$ cat config.mk
export PLATFORM = sky130hd
export DESIGN_NAME = unsigned_mac_acc
export DESIGN_NICKNAME = d
export VERILOG_FILES = /design/src/rtl/unsigned_mac_acc.sv
export SDC_FILE = /design/constraint.sdc
export NUM_CORES = 1
export LEC_CHECK = 0
export BUFFER_PORTS_ARGS = -buffer_cell sky130_fd_sc_hd__buf_2
export CORE_MARGIN = 10
export CORE_UTILIZATION = 60
export CTS_BUF_LIST = sky130_fd_sc_hd__clkbuf_4 sky130_fd_sc_hd__clkbuf_8
export CTS_CLUSTER_DIAMETER = 120
export DETAILED_ROUTE_END_ITERATION = 8
export GPL_TIMING_DRIVEN = 0
export PLACE_DENSITY = 0.86
export SLEW_MARGIN = 20
export SYNTH_ARGS = -nofsm -noshare
export SYNTH_HDL_FRONTEND = slang
export SYNTH_SLANG_ARGS = --single-unit
$ cat constraint.sdc
create_clock -name clk -period 3.28 [get_ports clk]
set_input_delay 0.656 -clock clk [delete_from_list [all_inputs] [get_ports clk]]
set_output_delay 0.656 -clock clk [all_outputs]
set_load 0.01 [all_outputs]
$ cat src/rtl/unsigned_mac_acc.sv
// Accumulates N_TERMS unsigned 8-bit products into an ACC_W-bit sum behind a valid/ready handshake.
// Define SATURATE_EN to clamp on carry out; otherwise the sum wraps and only the sticky overflow flag records it.
module unsigned_mac_acc #(
  parameter int N_TERMS = 4,
  parameter int ACC_W   = 12
) (
  input  logic             clk,
  input  logic             rst,
  input  logic             start,
  input  logic             prod_valid,
  input  logic [7:0]       prod_in,
  output logic             prod_ready,
  output logic             busy,
  output logic [ACC_W-1:0] acc_out,
  output logic             done,
  output logic             overflow
);

  typedef enum logic [1:0] {S_IDLE, S_ACCUM, S_DONE} state_t;

  localparam logic [7:0] LAST = 8'(N_TERMS);

  state_t           state_q, state_d;
  logic [ACC_W-1:0] acc_q, acc_d;
  logic [7:0]       count_q, count_d;
  logic             ovf_q, ovf_d;
  logic [ACC_W:0]   sum;
  logic             carry;

  // One extra bit so the carry out of the accumulator is visible.
  assign sum   = {1'b0, acc_q} + {{(ACC_W-7){1'b0}}, prod_in};
  assign carry = sum[ACC_W];

  always_comb begin
    state_d = state_q;
    acc_d   = acc_q;
    count_d = count_q;
    ovf_d   = ovf_q;
    case (state_q)
      S_IDLE: begin
        if (start) begin
          state_d = S_ACCUM;
          acc_d   = '0;
          count_d = '0;
          ovf_d   = 1'b0;
        end
      end
      S_ACCUM: begin
        if (prod_valid) begin
          count_d = count_q + 8'd1;
          if (carry) ovf_d = 1'b1;
`ifdef SATURATE_EN
          // Once clamped, any further nonzero product carries again, so the clamp holds.
          acc_d = carry ? {ACC_W{1'b1}} : sum[ACC_W-1:0];
`else
          acc_d = sum[ACC_W-1:0];
`endif
          if (count_d == LAST) state_d = S_DONE;
        end
      end
      S_DONE:  state_d = S_IDLE;
      default: state_d = S_IDLE;
    endcase
  end

  always_ff @(posedge clk) begin
    if (rst) begin
      state_q <= S_IDLE;
      acc_q   <= '0;
      count_q <= '0;
      ovf_q   <= 1'b0;
    end else begin
      state_q <= state_d;
      acc_q   <= acc_d;
      count_q <= count_d;
      ovf_q   <= ovf_d;
    end
  end

  // Handshake outputs decode the state register only; nothing from prod_valid reaches them.
  assign prod_ready = (state_q == S_ACCUM);
  assign busy       = (state_q != S_IDLE);
  assign done       = (state_q == S_DONE);
  assign acc_out    = acc_q;
  assign overflow   = ovf_q;

endmodule

# Yosys cells after proc, flatten, opt, wreduce, memory -nomap -nowiden
# Cells that the tools add are included.
# word_totals
ramBits,0
elab_cells,33
input_bits,12
latch_bits,0
ff_bits,23
memories,0
romBits,0
# op_classes
reduce_logical,6
bitwise_logic,0
shift,0
addsub,2
order_cmp,0
eq_ne,7
n_div,0
muxes,14
mul,0
# op_table
op,n
two-way mux 12 bit,2
case mux 12 bit (2 select lines),1
two-way mux 8 bit,2
case mux 8 bit (2 select lines),1
adder 12 x 8 -> 13 bit,1
"adder 8 x 1 -> 8 bit, second input constant",1
"equality test 8 x 3 -> 1 bit, second input constant",1
two-way mux 2 bit,3
AND reduction 3 bit,2
"!= test 2 x 1 -> 1 bit, second input constant",2
"!= test 2 bit, second input constant",2
case mux 2 bit (2 select lines),1
AND reduction 4 bit,1
nonzero test 2 bit,2
two-way mux 1 bit,3
"equality test 2 x 1 -> 1 bit, second input constant",1
"equality test 2 bit, second input constant",1
logical NOT 2 bit,1
case mux 1 bit (2 select lines),1

# Logic depth before layout (Yosys ltp)
# Gate-level depths: netlist of run 1.
# logic_depth
ltp_word,5
ltp_mapped,7
ltp_nobuf,7

# Worst setup path before layout of run 1
# OpenSTA, ideal clock, no wires.
# synth_path
path_type,in2reg
startpoint,input prod_in[0]
endpoint,register ovf_q (netlist: overflow)
path_stages,7
setup_slack_ps,1023
t_arrival_ps,2123
required_ps,3146
path_cell_list,ha_1 fa_1 a211oi_1 o21ai_1 a31oi_1 or3_1 o311ai_1
# synth_via
elab_chain_len,3
# synth_rtl
item,line,source
"start, declared",11,"input logic [7:0] prod_in,"
adder 12 x 8 -> 13 bit,31,"assign sum = {1'b0, acc_q} + {{(ACC_W-7){1'b0}}, prod_in};"
!= test 2 x 1 -> 1 bit (no source line),-,
AND reduction 4 bit (no source line),-,
"end signal, assigned",76,ovf_q <= ovf_d;
"end, declared",26,"logic ovf_q, ovf_d;"
# Every way passes these cells.
# A chain may end at the register's enable or synchronous reset.

# Worst setup path after layout of run 1
# Same ends and word-level chain as after synthesis.

==> results.ini, run 1 <==
[floorplanning]
die_w_um = 68.0
rows = 17
dieArea_sq_mm = 0.00463
start_util_pct = 62.6
ios = 28
die_y_um = 68.0
core_area_sq_mm = 0.00221

[cells_and_area]
drive_gt1_share_pct = 18.7
synthToLayoutAreaGrowth_pct = 14.5
post-route-cell-area_sq_mm = 0.00158
finalNetCount = 217
antenna_cells = 0

[synthesis]
ys_ff_latch = 23
synthCells = 162
yosys_warnings = 0
syn_nets = 185
syn_area_sq_mm = 0.00138
postSynth.asyncResetShare_pct = 0
synth_top_flop_cell = dfxtp_1
synth.distinct_cells = 37
synth_area_per_cell_sq_um = 8.54
synth_edf_count = 0
seq_area_frac_synth_pct = 33.3

[timing]
worstMarginPinSlew_ps = 498
finalSetupTns_ps = 0
slew_violations = 0
min_period_ps = 2290
setup_viol = 0
worst_slack_ps = 992
fin_crit_sh_pct = 69.7
rsz0062_at_grt = no
hold_viol = 0
max_freq_mhz = 437
hold_ws_ps = 496
slew-limit-headroom_pct = 66.8
skew_ps = 1.61

[clock_tree]
postCtsHoldBufs = 0
cts_buffers = 3
cts-root-buf = clkbuf_4
cts_resized = 0
clkTransAtPathRegs_ps = 130
clkLatencyLatePin_ps = 310
clockBufferDepth = 2
cts_sinks = 23
cts_setup_buffers = 0
htree_levels = 1
cts_tree = yes

[routing]
wirelength_um = 3260
wl_per_cell_um = 14.7
vias = 1335
route.detailed.drc = 0
via_per_inst = 6.04
final_antenna_net_count = 0
drt_iter0_markers = 168
first_pass_iters = 4

[global_route]
grt_pass1_wl_um = 5770
grt_usage_pct = 15.3
grt_pass1_vias = 1305
grt_max_degree = 13
gr-total-overflow = 0
antenna_found_initial = 0

[place]
portBuffers = 27
gp_congestion = 0.915
dp_hpwl_um = 2530
placement.cell_area_sq_mm = 0.00155
place_ws_ps = 660

[worst_setup_path]
worstPathArrival_ps = 2480
cp.required_ps = 3470
crit_path_end_kind = flip-flop
worst_setup_path_start_kind = input port
crit_type = input port to flip-flop
worst-path-max-fanout = 6

[outcome]
status = finished, final reports clean

[min_path]
hold_path_class = flip-flop to flip-flop

[power]
power.density_mw_per_mm2 = 332
leakagePower_nw = 0.728
ir_worst_vdd_uv = 257

[run]
maxCapViolations = 0

[final timing paths]
| check | start | to | slack (ps) | depth (start not counted) |
|---|---|---|---|---|
| setup / recovery | prod_in[0] | overflow | 990 | 8 |
| hold / removal | acc_out[0] | acc_out[0] | 500 | 2 |
| setup reg to reg | acc_out[0] | overflow | 1100 | 7 |
| hold reg to reg | acc_out[0] | acc_out[0] | 500 | 2 |
[where the power goes]
group	total [mW]	switching [mW]	leakage (nW)	internal, mW
logic	0.0928	0.0556	0.523	0.0373
clock network	0.141	0.0853	0.0184	0.0557
registers	0.292	0.00614	0.186	0.285
[sequential cells by signal (all words and copies together) (netlist names)]
name and cells:
acc_out 12, state_q 2, overflow 1, count_q 8
[metal layers]
layer,vias up,share of wire (%),GRT usage [%]
met1,626,47,19.7
li1,664,-,-
met5,-,0,0
met4,0,1.8,5.28
met2,37,45,25.0
met3,8,6.6,2.94
[Yosys cell counts, types with 2 or more instances]
cell / instances / area share, %
nor2_1: 13 / 3.5
a211oi_1: 3 / 1.6
and3_4: 2 / 1.6
ha_1: 10 / 9.0
a21oi_1: 16 / 5.8
nor2b_1: 2 / 0.90
nand2_1: 10 / 2.7
o21ai_0: 7 / 2.5
or3_1: 4 / 1.8
xor2_1: 7 / 4.4
a22oi_1: 5 / 2.7
nand3b_1: 7 / 3.8
nand4_1: 2 / 0.90
a21o_1: 7 / 3.8
clkbuf_1: 4 / 1.1
dfxtp_1: 23 / 33
nor3_1: 5 / 1.8
a31oi_1: 3 / 1.4
xnor2_1: 4 / 2.5
o211ai_1: 2 / 1.1
nand3_1: 7 / 2.5
and2_1: 2 / 0.90
o31ai_1: 3 / 1.6
[kinds of logic (layout without fill, tap and decap cells)]
kind of cell	Yosys count	in the layout	synth area share, %
AOI/OAI and AO/OA	51	51	23.5
xor gates and xnor gates	11	11	6.96
adders and majority gates	11	11	10.5
buffers and inverters	6	37	1.72
DFF	23	23	33.3
muxes	1	1	0.723
and+or+nand+nor	59	59	23.3
[cell type report]
type	count	area, sq um
fill	185	628
buffer	5	20.0
timing repair buffer	27	135
sequential	23	460
clock buffer	4	30.0
multi-input combinational	133	900
tap	28	35.0
inverter	1	3.75
[placed cells by master (no fill, tap or decap), types with 10 or more instances in the layout]
master   synthesis  layout
a21oi_1         16      16
nor2_1          13      13
ha_1            10      10
buf_2            1      28
dfxtp_1         23      23
nand2_1         10      10
[critical path, cell delays in order]
cell and delay [ps]:
buf_2 100, ha_1 230, fa_1 440, a211oi_1 270, o21ai_1 140, a31oi_1 400, or3_1 190, o311ai_1 70
[metrics by stage]
stage | cells | power (mW) | util (%)
floorplan | 162 | 0.359 | -
global placement | 217 | 0.387 | 70.2
detailed placement | 217 | 0.390 | 70.2
CTS | 221 | 0.525 | 71.6
global route | 221 | 0.551 | 71.6
finish | 221 | 0.525 | 71.6
Power figures use the tool's default switching activity.
==> run 2: changes to the inputs <==
--- a/config.mk
+++ b/config.mk
@@ -7,12 +7,12 @@
 export LEC_CHECK = 0
 export BUFFER_PORTS_ARGS = -buffer_cell sky130_fd_sc_hd__buf_2
 export CORE_MARGIN = 10
-export CORE_UTILIZATION = 60
+export CORE_UTILIZATION = 51
 export CTS_BUF_LIST = sky130_fd_sc_hd__clkbuf_4 sky130_fd_sc_hd__clkbuf_8
 export CTS_CLUSTER_DIAMETER = 120
 export DETAILED_ROUTE_END_ITERATION = 8
 export GPL_TIMING_DRIVEN = 0
-export PLACE_DENSITY = 0.86
+export PLACE_DENSITY = 0.78
 export SLEW_MARGIN = 20
 export SYNTH_ARGS = -nofsm -noshare
 export SYNTH_HDL_FRONTEND = slang
==> constraint.sdc (replaced) <==
create_clock -name clk -period 1.9 [get_ports clk]
set_input_delay 0.38 -clock clk [delete_from_list [all_inputs] [get_ports clk]]
set_output_delay 0.38 -clock clk [all_outputs]
set_load 0.01 [all_outputs]
==> results.ini, run 2 (synthesis gave the netlist of run 1 again) <==
[power]
leakagePower_nw = 0.750  ; +3.0%
power_mw = 0.949  ; +81%
power.density_mw_per_mm2 = 543  ; +64%
ir_worst_vdd_uv = 476  ; +86%

[routing]
wl_per_cell_um = 15.5  ; +5.1%
vias = 1374  ; +2.9%
first_pass_iters = 5  ; +1
wirelength_um = 3520  ; +8.0%
route.detailed.drc = 0  ; unchanged
drt_iter0_markers = 88  ; -48%
via_per_inst = 6.05  ; +0.20%
final_antenna_net_count = 0  ; unchanged

[clock_tree]
cts_tree = yes
clockBufferDepth = 2  ; unchanged
cts_sinks = 23  ; unchanged
clkTransAtPathRegs_ps = 130  ; about the same
htree_levels = 1  ; unchanged
clkLatencyLatePin_ps = 320  ; about the same
postCtsHoldBufs = 0  ; unchanged
cts_buffers = 3  ; unchanged
cts-root-buf = clkbuf_4

[worst_setup_path]
worstRegToRegCells = 8  ; +1
worst-r2r-setup-slack_ps = 60  ; -1040 ps
cp.required_ps = 2110  ; -1360 ps
worst_setup_path_start_kind = flip-flop
reg2reg_to = acc_out[6]
crit_type = flip-flop to flip-flop
crit_path_end_kind = flip-flop
rr_startpoint = acc_out[0]
worstPathArrival_ps = 2040  ; -440 ps
worst-path-max-fanout = 3  ; -3

[timing]
slew_violations = 0  ; unchanged
slew-limit-headroom_pct = 65.3  ; -1.5 points
hold_viol = 0  ; unchanged
worstMarginPinSlew_ps = 521  ; +23.0 ps
max_freq_mhz = 544
min_period_ps = 1840
skew_ps = 8.77  ; +7.16 ps
setup_viol = 0  ; unchanged
fin_crit_sh_pct = 96.7
rsz0062_at_grt = yes

[cells_and_area]
synthToLayoutAreaGrowth_pct = 26.3
mostFrequentLayoutCell = buf_2
largest_register_ffs = 12  ; unchanged
mostFrequentLayoutCells = 28 x buf_2, 22 x dfxtp_1, 15 x a21oi_1
drive_gt1_share_pct = 28.9  ; +10 points
fin_cells = 227  ; +2.7%
antenna_cells = 0  ; unchanged
finalNetCount = 221  ; +1.8%

[min_path]
hp-start = rst
hold_path_class = input port to flip-flop
hold_end = overflow
holdPathStages = 2  ; unchanged

[global_route]
grt_max_degree = 13  ; unchanged
antenna_found_initial = 0  ; unchanged
grt_pass1_wl_um = 5780  ; +0.24%
grt_pass1_vias = 1341  ; +2.8%
gr-total-overflow = 0  ; unchanged
grt_usage_pct = 13.1  ; -2.2 points

[place]
gp_congestion = 0.881  ; -3.6%
portBuffers = 27  ; unchanged
place_inst = 219  ; +0.92%
dp_hpwl_um = 2520  ; -0.42%

[floorplanning]
dieArea_sq_mm = 0.00520  ; +12%
die_y_um = 72.1  ; +6.0%
rows = 18  ; +1
core_area_sq_mm = 0.00252  ; +14%
die_w_um = 72.1  ; +6.0%
ios = 28  ; unchanged
start_util_pct = 54.9  ; -7.7 points

[outcome]
status = finished, final reports clean

[run]
maxCapViolations = 0  ; unchanged

-- run 2: cell count changes in the layout (fill, tap and decap cells not counted), moves of 2 or more --
| cell | change |
|---|---|
| ha_1 | -8 |
| ha_4 | +7 |
| a211oi_2 | +2 |
| a211oi_1 | -2 |
| buf_4 | +4 |
| o21ai_0 | -2 |
-- run 2: metal layers --
layer  track usage [%]  share of wire [%]  wire length [um]
met5                 0                  0                 0
met2              21.6                 46              1630
met3              3.27                6.3               221
met4              5.16                1.1                40
met1              15.9                 46              1620
-- run 2: worst max-delay path: stages (launching register included) --
cell and delay [ps]:
dfxtp_2 350, ha_4 160, fa_2 350, a211oi_2 250, o21ai_2 120, buf_4 150
xor2_1 140, a22oi_1 150, nor2_1 50
-- run 2: worst max-delay path by stage --
stage	from	end	slack, ps	cells after the start
after global placement	prod_in[0]	acc_out[10]	-200	8
after global routing	acc_out[0]	acc_out[6]	-30	8
after floorplan	prod_in[0]	acc_out[10]	3	7
final	acc_out[0]	acc_out[6]	60	8
after detailed placement	prod_in[0]	acc_out[10]	-240	8
after CTS	acc_out[0]	acc_out[10]	10	7
-- run 2: through the flow --
step                util [%]  hold slack [ps]  setup TNS [ps]  area [sq um]  setup WS [ps]
floorplan                  -              469               0          1400           3.12
global placement        62.2              460            -606          1570           -199
detailed placement      62.2              475            -713          1570           -243
CTS                     66.7              312               0          1680           13.3
global route            69.3              320           -32.0          1750          -25.2
finish                  69.3              320               0          1750           62.2
-- run 2: layout make-up --
class | instances | area [sq um]
Fill cell | 197 | 774
Buffer | 5 | 21.3
Multi-Input combinational cell | 133 | 1030
Clock buffer | 4 | 30.0
Sequential cell | 23 | 462
Inverter | 1 | 3.75
Tap cell | 30 | 37.5
Timing Repair Buffer | 31 | 165
-- run 2: power breakdown --
group          total [mW]  switching, mW  internal (mW)
clock network       0.243          0.147         0.0964
logic               0.199          0.110         0.0889
registers           0.507         0.0138          0.493
total               0.949          0.270          0.678
-- run 2: repair_timing --
item                       CTS  global route
gates cloned                 0             0
setup endpoints to repair    3            14
setup buffers                3             1
pin swaps                    4             7
gates resized for setup      5            15
